===== src/rtl/mips_pkg.sv =====
// rtl/mips_pkg.sv - shared constants, MEM-stage FSM state and pipeline register layouts
package mips_pkg;

    localparam int DATA_W = 32;
    localparam int REG_W  = 5;

    typedef enum logic {
        IDLE = 1'b0,
        WAIT = 1'b1
    } mem_state_t;

    typedef struct packed {
        logic              regWrite;
        logic              memToReg;
        logic              memRead;
        logic              memWrite;
        logic [REG_W-1:0]  dest;
        logic [DATA_W-1:0] res;
        logic [DATA_W-1:0] bout;
    } exmem_t;

    typedef struct packed {
        logic              regWrite;
        logic              memToReg;
        logic [REG_W-1:0]  dest;
        logic [DATA_W-1:0] res;
        logic [DATA_W-1:0] rdata;
    } memwb_t;

endpackage


===== src/rtl/dmem_handshake.sv =====
// rtl/dmem_handshake.sv - data memory req/ack FSM with outstanding-access timeout
module dmem_handshake #(
    parameter int TIMEOUT_CYC = 255
) (
    input  logic clk,
    input  logic rst,
    input  logic memOp,
    input  logic ack,
    output logic req,
    output logic done,
    output logic abort
);
    import mips_pkg::*;

    localparam int CW = $clog2(TIMEOUT_CYC + 1);

    mem_state_t    state;
    logic [CW-1:0] wcnt;
    logic          atLimit;

    // wcnt counts cycles the request has been outstanding, the IDLE issue cycle being cycle 0
    always_comb begin
        atLimit = 1'b0;
        if (state == IDLE) begin
            atLimit = (TIMEOUT_CYC == 1);
        end else begin
            atLimit = (wcnt == CW'(TIMEOUT_CYC - 1));
        end
    end

    assign req   = memOp;
    assign done  = memOp & (ack | atLimit);
    assign abort = memOp & ~ack & atLimit;

    always_ff @(posedge clk) begin
        if (rst) begin
            state <= IDLE;
            wcnt  <= '0;
        end else if (!memOp || ack || atLimit) begin
            state <= IDLE;
            wcnt  <= '0;
        end else begin
            state <= WAIT;
            wcnt  <= wcnt + CW'(1);
        end
    end

endmodule


===== src/rtl/mem_stage.sv =====
// rtl/mem_stage.sv - MIPS MEM stage: EX/MEM and MEM/WB registers, dmem handshake, stall
// Optional ALIGN_CHECK_EN: misaligned memory ops become bubbles and pulse misalign.
module mem_stage #(
    parameter int DATA_W      = 32,
    parameter int TIMEOUT_CYC = 255
) (
    input  logic              clk,
    input  logic              rst,
    input  logic              memRead,
    input  logic              memWrite,
    input  logic              memToReg,
    input  logic              regWrite,
    input  logic [4:0]        destIn,
    input  logic [DATA_W-1:0] res,
    input  logic [DATA_W-1:0] Bout,
    output logic              stall,
    output logic              dmem_req,
    output logic              dmem_we,
    output logic [DATA_W-1:0] dmem_addr,
    output logic [DATA_W-1:0] dmem_wdata,
    input  logic              dmem_ack,
    input  logic [DATA_W-1:0] dmem_rdata,
    output logic              regWriteMEM,
    output logic [4:0]        destInMEM,
    output logic [DATA_W-1:0] forwardedA,
    output logic              regWriteWB,
    output logic [4:0]        destInWB,
    output logic [DATA_W-1:0] forwardedB,
    output logic              bus_err
`ifdef ALIGN_CHECK_EN
    ,
    output logic              misalign
`endif
);
    import mips_pkg::*;

    exmem_t exmem;
    memwb_t memwb;
    logic   memOpRaw;
    logic   memOp;
    logic   misaligned;
    logic   hsReq;
    logic   hsDone;
    logic   abort;

    assign memOpRaw = exmem.memRead | exmem.memWrite;

`ifdef ALIGN_CHECK_EN
    assign misaligned = memOpRaw & (exmem.res[1:0] != 2'b00);
    assign misalign   = misaligned;
`else
    assign misaligned = 1'b0;
`endif

    assign memOp = memOpRaw & ~misaligned;

    dmem_handshake #(
        .TIMEOUT_CYC(TIMEOUT_CYC)
    ) u_handshake (
        .clk  (clk),
        .rst  (rst),
        .memOp(memOp),
        .ack  (dmem_ack),
        .req  (hsReq),
        .done (hsDone),
        .abort(abort)
    );

    assign dmem_req   = hsReq;
    assign stall      = hsReq & ~hsDone;
    assign dmem_we    = exmem.memWrite;
    assign dmem_addr  = exmem.res;
    assign dmem_wdata = exmem.bout;

    assign regWriteMEM = exmem.regWrite;
    assign destInMEM   = exmem.dest;
    assign forwardedA  = exmem.res;
    assign regWriteWB  = memwb.regWrite;
    assign destInWB    = memwb.dest;
    assign forwardedB  = memwb.memToReg ? memwb.rdata : memwb.res;

    always_ff @(posedge clk) begin
        if (rst) begin
            exmem   <= '0;
            memwb   <= '0;
            bus_err <= 1'b0;
        end else begin
            if (!stall) begin
                exmem.regWrite <= regWrite;
                exmem.memToReg <= memToReg;
                exmem.memRead  <= memRead;
                exmem.memWrite <= memWrite;
                exmem.dest     <= destIn;
                exmem.res      <= res;
                exmem.bout     <= Bout;
            end
            // Stalled, aborted and misaligned ops all retire as bubbles
            if (stall || abort || misaligned) begin
                memwb <= '0;
            end else begin
                memwb.regWrite <= exmem.regWrite;
                memwb.memToReg <= exmem.memToReg;
                memwb.dest     <= exmem.dest;
                memwb.res      <= exmem.res;
                memwb.rdata    <= (hsReq && dmem_ack && exmem.memRead && !exmem.memWrite)
                                  ? dmem_rdata : '0;
            end
            if (abort) begin
                bus_err <= 1'b1;
            end
        end
    end

endmodule


===== config.mk =====
export PLATFORM = sky130hd
export DESIGN_NAME = mem_stage
export DESIGN_NICKNAME = d
export VERILOG_FILES = /design/src/rtl/mips_pkg.sv /design/src/rtl/dmem_handshake.sv /design/src/rtl/mem_stage.sv
export SDC_FILE = /design/constraint.sdc
export NUM_CORES = 1
export LEC_CHECK = 0
export ABC_AREA = 0
export CORE_MARGIN = 2
export CORE_UTILIZATION = 47
export DETAILED_ROUTE_END_ITERATION = 7
export GPL_TIMING_DRIVEN = 0
export PLACE_DENSITY = 0.9
export RECOVER_POWER = 50
export SETUP_SLACK_MARGIN = 0.1
export SYNTH_ARGS = -nofsm -noshare
export SYNTH_HDL_FRONTEND = slang
export SYNTH_SLANG_ARGS = --single-unit

===== constraint.sdc =====
create_clock -name clk -period 4.3 [get_ports clk]
set_clock_uncertainty 0.2 [all_clocks]
set_input_delay 0.86 -clock clk [delete_from_list [all_inputs] [get_ports clk]]
set_output_delay 0.86 -clock clk [all_outputs]
set_load 0.03 [all_outputs]

==> reports/qor.csv <==
metric,value,unit
status,finished clean,
hold_viol,0,
worstMarginPinSlew,0.708,ns
drt_iter0_markers,177,
syn_area_per_cell,9.76,µm²
synth-seq-cells,154,
final.min_clock_period,4.00,ns
r2r_cells,5,
p_clk_share,39.6,%
grt_pass1_wl,24800,µm
r2r_setup_slack,2.24,ns
hold_path_class,reg2reg,
place_area,9110,µm²
rsz0062_at_grt,no,
reg2reg_to,memwb[58]$_SDFF_PP0_,
finalWeightedCongestion,0.754,
die_h,121,µm
holdPathEnd,memwb[69]$_SDFF_PP0_,
h-tree-depth,4,
synthFlopType,dfxtp_1,
crit_family,buffers and inverters,
ys_seq_area_share,48.3,%
yosys_warnings,0,
crit_fanout,10,
synth_top_area_share,48.3,%
antenna_found_initial,0,
hold_path_depth,1,
slew_headroom,52.6,%
pwr-share-seq,40.3,%
drc,0,
vias,5048,
cp_slowest_stage_delay,0.74,ns
clock_latency,0.42,ns
comb_power_share,20.1,%
setup_viol,0,
start_util,48.2,%
drv_cap,0,
nFillCells,954,
setup_tns,0,ns
post_drt_via_cell_ratio,4.54,
nNetsFinal,1034,
design_area,9730,µm²
yosys-top-cells-area,"dfxtp_1 48%, buf_4 12%, mux2i_1 11%",
port_buffers,251,
cp.required,3.24,ns
postCtsSetupBuffers,0,
overflow,0,
worst_hold_slack,0.254,ns
ios,252,
synth-async-reset-ratio,0,%
synth_area,6380,µm²
dr.pass1.iters,4,
drv_slew,0,
die-width,121,µm
cts_sinks,154,
finalCritPeriodShare,93.0,%
root_buffer,clkbuf_16,
crit_buf_inv,3,
ir_worst_vdd,0.252,mV
n_antenna_cell,0,
crit_chain,"dlygate4sd3_1, o21ba_1, o21a_1, buf_2, clkdlybuf4s50_1",
synth_fp_nets,764,
syn_inst,654,
yosys.area.top_type,dfxtp_1,
totalWireLength,16100,µm
antenna_left,0,
synth_cell_types,27,
synth-edff-count,0,
fmax,250,MHz
cellLeakagePower,0.00408,µW
p_sw_share,25.0,%
critPathKind,in2out,
die-area,14500,µm²
p_int,2900,µW
numCtsBuffers,17,
min-delay-start,exmem[71]$_SDFFE_PP0N_,
dp_slack,0.495,ns
post_drt_wl_per_cell,14.5,µm
core,13200,µm²
slowest_stage,clkdlybuf4s50_1,
clock_path_buffers,2,
worstReg2RegStart,dmem_we$_SDFFE_PP0N_,
area_delta_synth_final,52.4,%
dpl.cell_count,1081,
critPathLaunchType,primary input,
postCtsHoldBufs,0,
grt_max_degree,17,
worst_ep_arrival_time,2.94,ns
p_per_area,397,nW/µm²
cts_tree,built,
fin_ws,0.302,ns
final_cells,1112,
num_rows,42,
drive_gt1_share,18.2,%
dp_hpwl,12000,µm
switching_power,968,µW
first_global_vias,4963,
critPathCaptureType,output port,
cts.clk_slew.worst_paths,0.06,ns
track_usage,22.5,%
ctsResizeCount,0,
-- synthesized netlist by cell type (4+ instances only) --
library cell	count
nand2_1	147
mux2_1	9
buf_2	4
clkbuf_1	23
mux2_2	23
buf_4	106
mux2i_1	73
buf_6	7
inv_1	4
and2_1	71
dfxtp_1	154
nor2_1	6
-- cell families (layout without fill, tap and decap cells) --
group | Yosys count | in the layout | share of synthesized area [%]
flops | 154 | 154 | 48.3
simple gates | 235 | 235 | 17.1
compound gates | 10 | 10 | 0.980
fa+ha+maj | 2 | 2 | 0.392
xor+xnor | 3 | 3 | 0.412
buf+inv | 145 | 427 | 15.7
mux | 105 | 105 | 17.1
-- metrics by stage --
stage               utilization, %  total power (µW)
finish                        73.5              3860
global route                  73.5              4000
CTS                           73.5              3900
detailed placement            68.8              2370
global placement              68.8              2350
floorplan                        -              2030
-- worst max-delay path by stage --
stage | startpoint | end | cells past startpoint
finish | dmem_ack | stall | 5
global placement | dmem_ack | stall | 5
CTS | dmem_ack | stall | 5
floorplan | dmem_ack | stall | 3
global route | dmem_ack | stall | 5
detailed placement | dmem_ack | stall | 5
-- power by group through the flow --
| stage | Combinational, µW | Clock, µW | Sequential, µW |
|---|---|---|---|
| global route | 819 | 1620 | 1560 |
| detailed placement | 780 | 0 | 1590 |
| CTS | 786 | 1550 | 1560 |
| global placement | 770 | 0 | 1580 |
| floorplan | 462 | 0 | 1570 |
| finish | 777 | 1530 | 1560 |
-- sequential cells by signal, indices dropped and copies added, names as in the netlist --
| signal | cells |
|---|---|
| bus_err | 1 |
| destInMEM | 5 |
| destInWB | 5 |
| dmem_addr | 32 |
| dmem_wdata | 32 |
| dmem_we | 1 |
| exmem | 2 |
| memwb | 65 |
| regWriteMEM | 1 |
| regWriteWB | 1 |
| u_handshake.state | 1 |
| u_handshake.wcnt | 8 |
-- worst register-to-register path, delay by kind of cell (launching register included) --
kind | cells | cell delay, ns
AOI/OAI and AO/OA | 1 | 0.25
buffers and inverters | 2 | 0.83
DFF | 1 | 0.35
and+or+nand+nor | 2 | 0.36
-- final cells by class --
type,instances,area [µm²],share of cell area [%]
sequential,154,3080,31.7
timing repair buffer,251,2510,25.8
multi-input combinational,355,2300,23.6
buffer,141,985,10.1
clock buffer,24,502,5.16
tap,176,220,2.26
clock inverter,7,113,1.16
inverter,4,15.0,0.154
-- placed cells by master, fill, tap and decap left out, types with 5 or more instances in the layout --
cell type	count
buf_6	7
mux2_1	9
clkbuf_8	5
mux2_2	23
and2_0	30
dfxtp_1	154
nor2_1	6
and2_1	41
mux2i_1	73
buf_4	106
nand2_1	147
clkdlybuf4s50_1	246
clkbuf_1	26
clkbuf_16	17
dlygate4sd3_1	5
-- layer usage --
| metal | vias up | wire length, µm | track usage, % | part of all wire, % |
|---|---|---|---|---|
| met5 | - | 0 | 0 | 0 |
| met4 | 0 | 439 | 10.6 | 2.7 |
| met3 | 34 | 1030 | 6.65 | 6.4 |
| met2 | 164 | 8400 | 40.2 | 52 |
| met1 | 2331 | 6250 | 24.2 | 39 |
| li1 | 2519 | - | - | - |
Note: power is estimated with default switching activity, not from simulation.
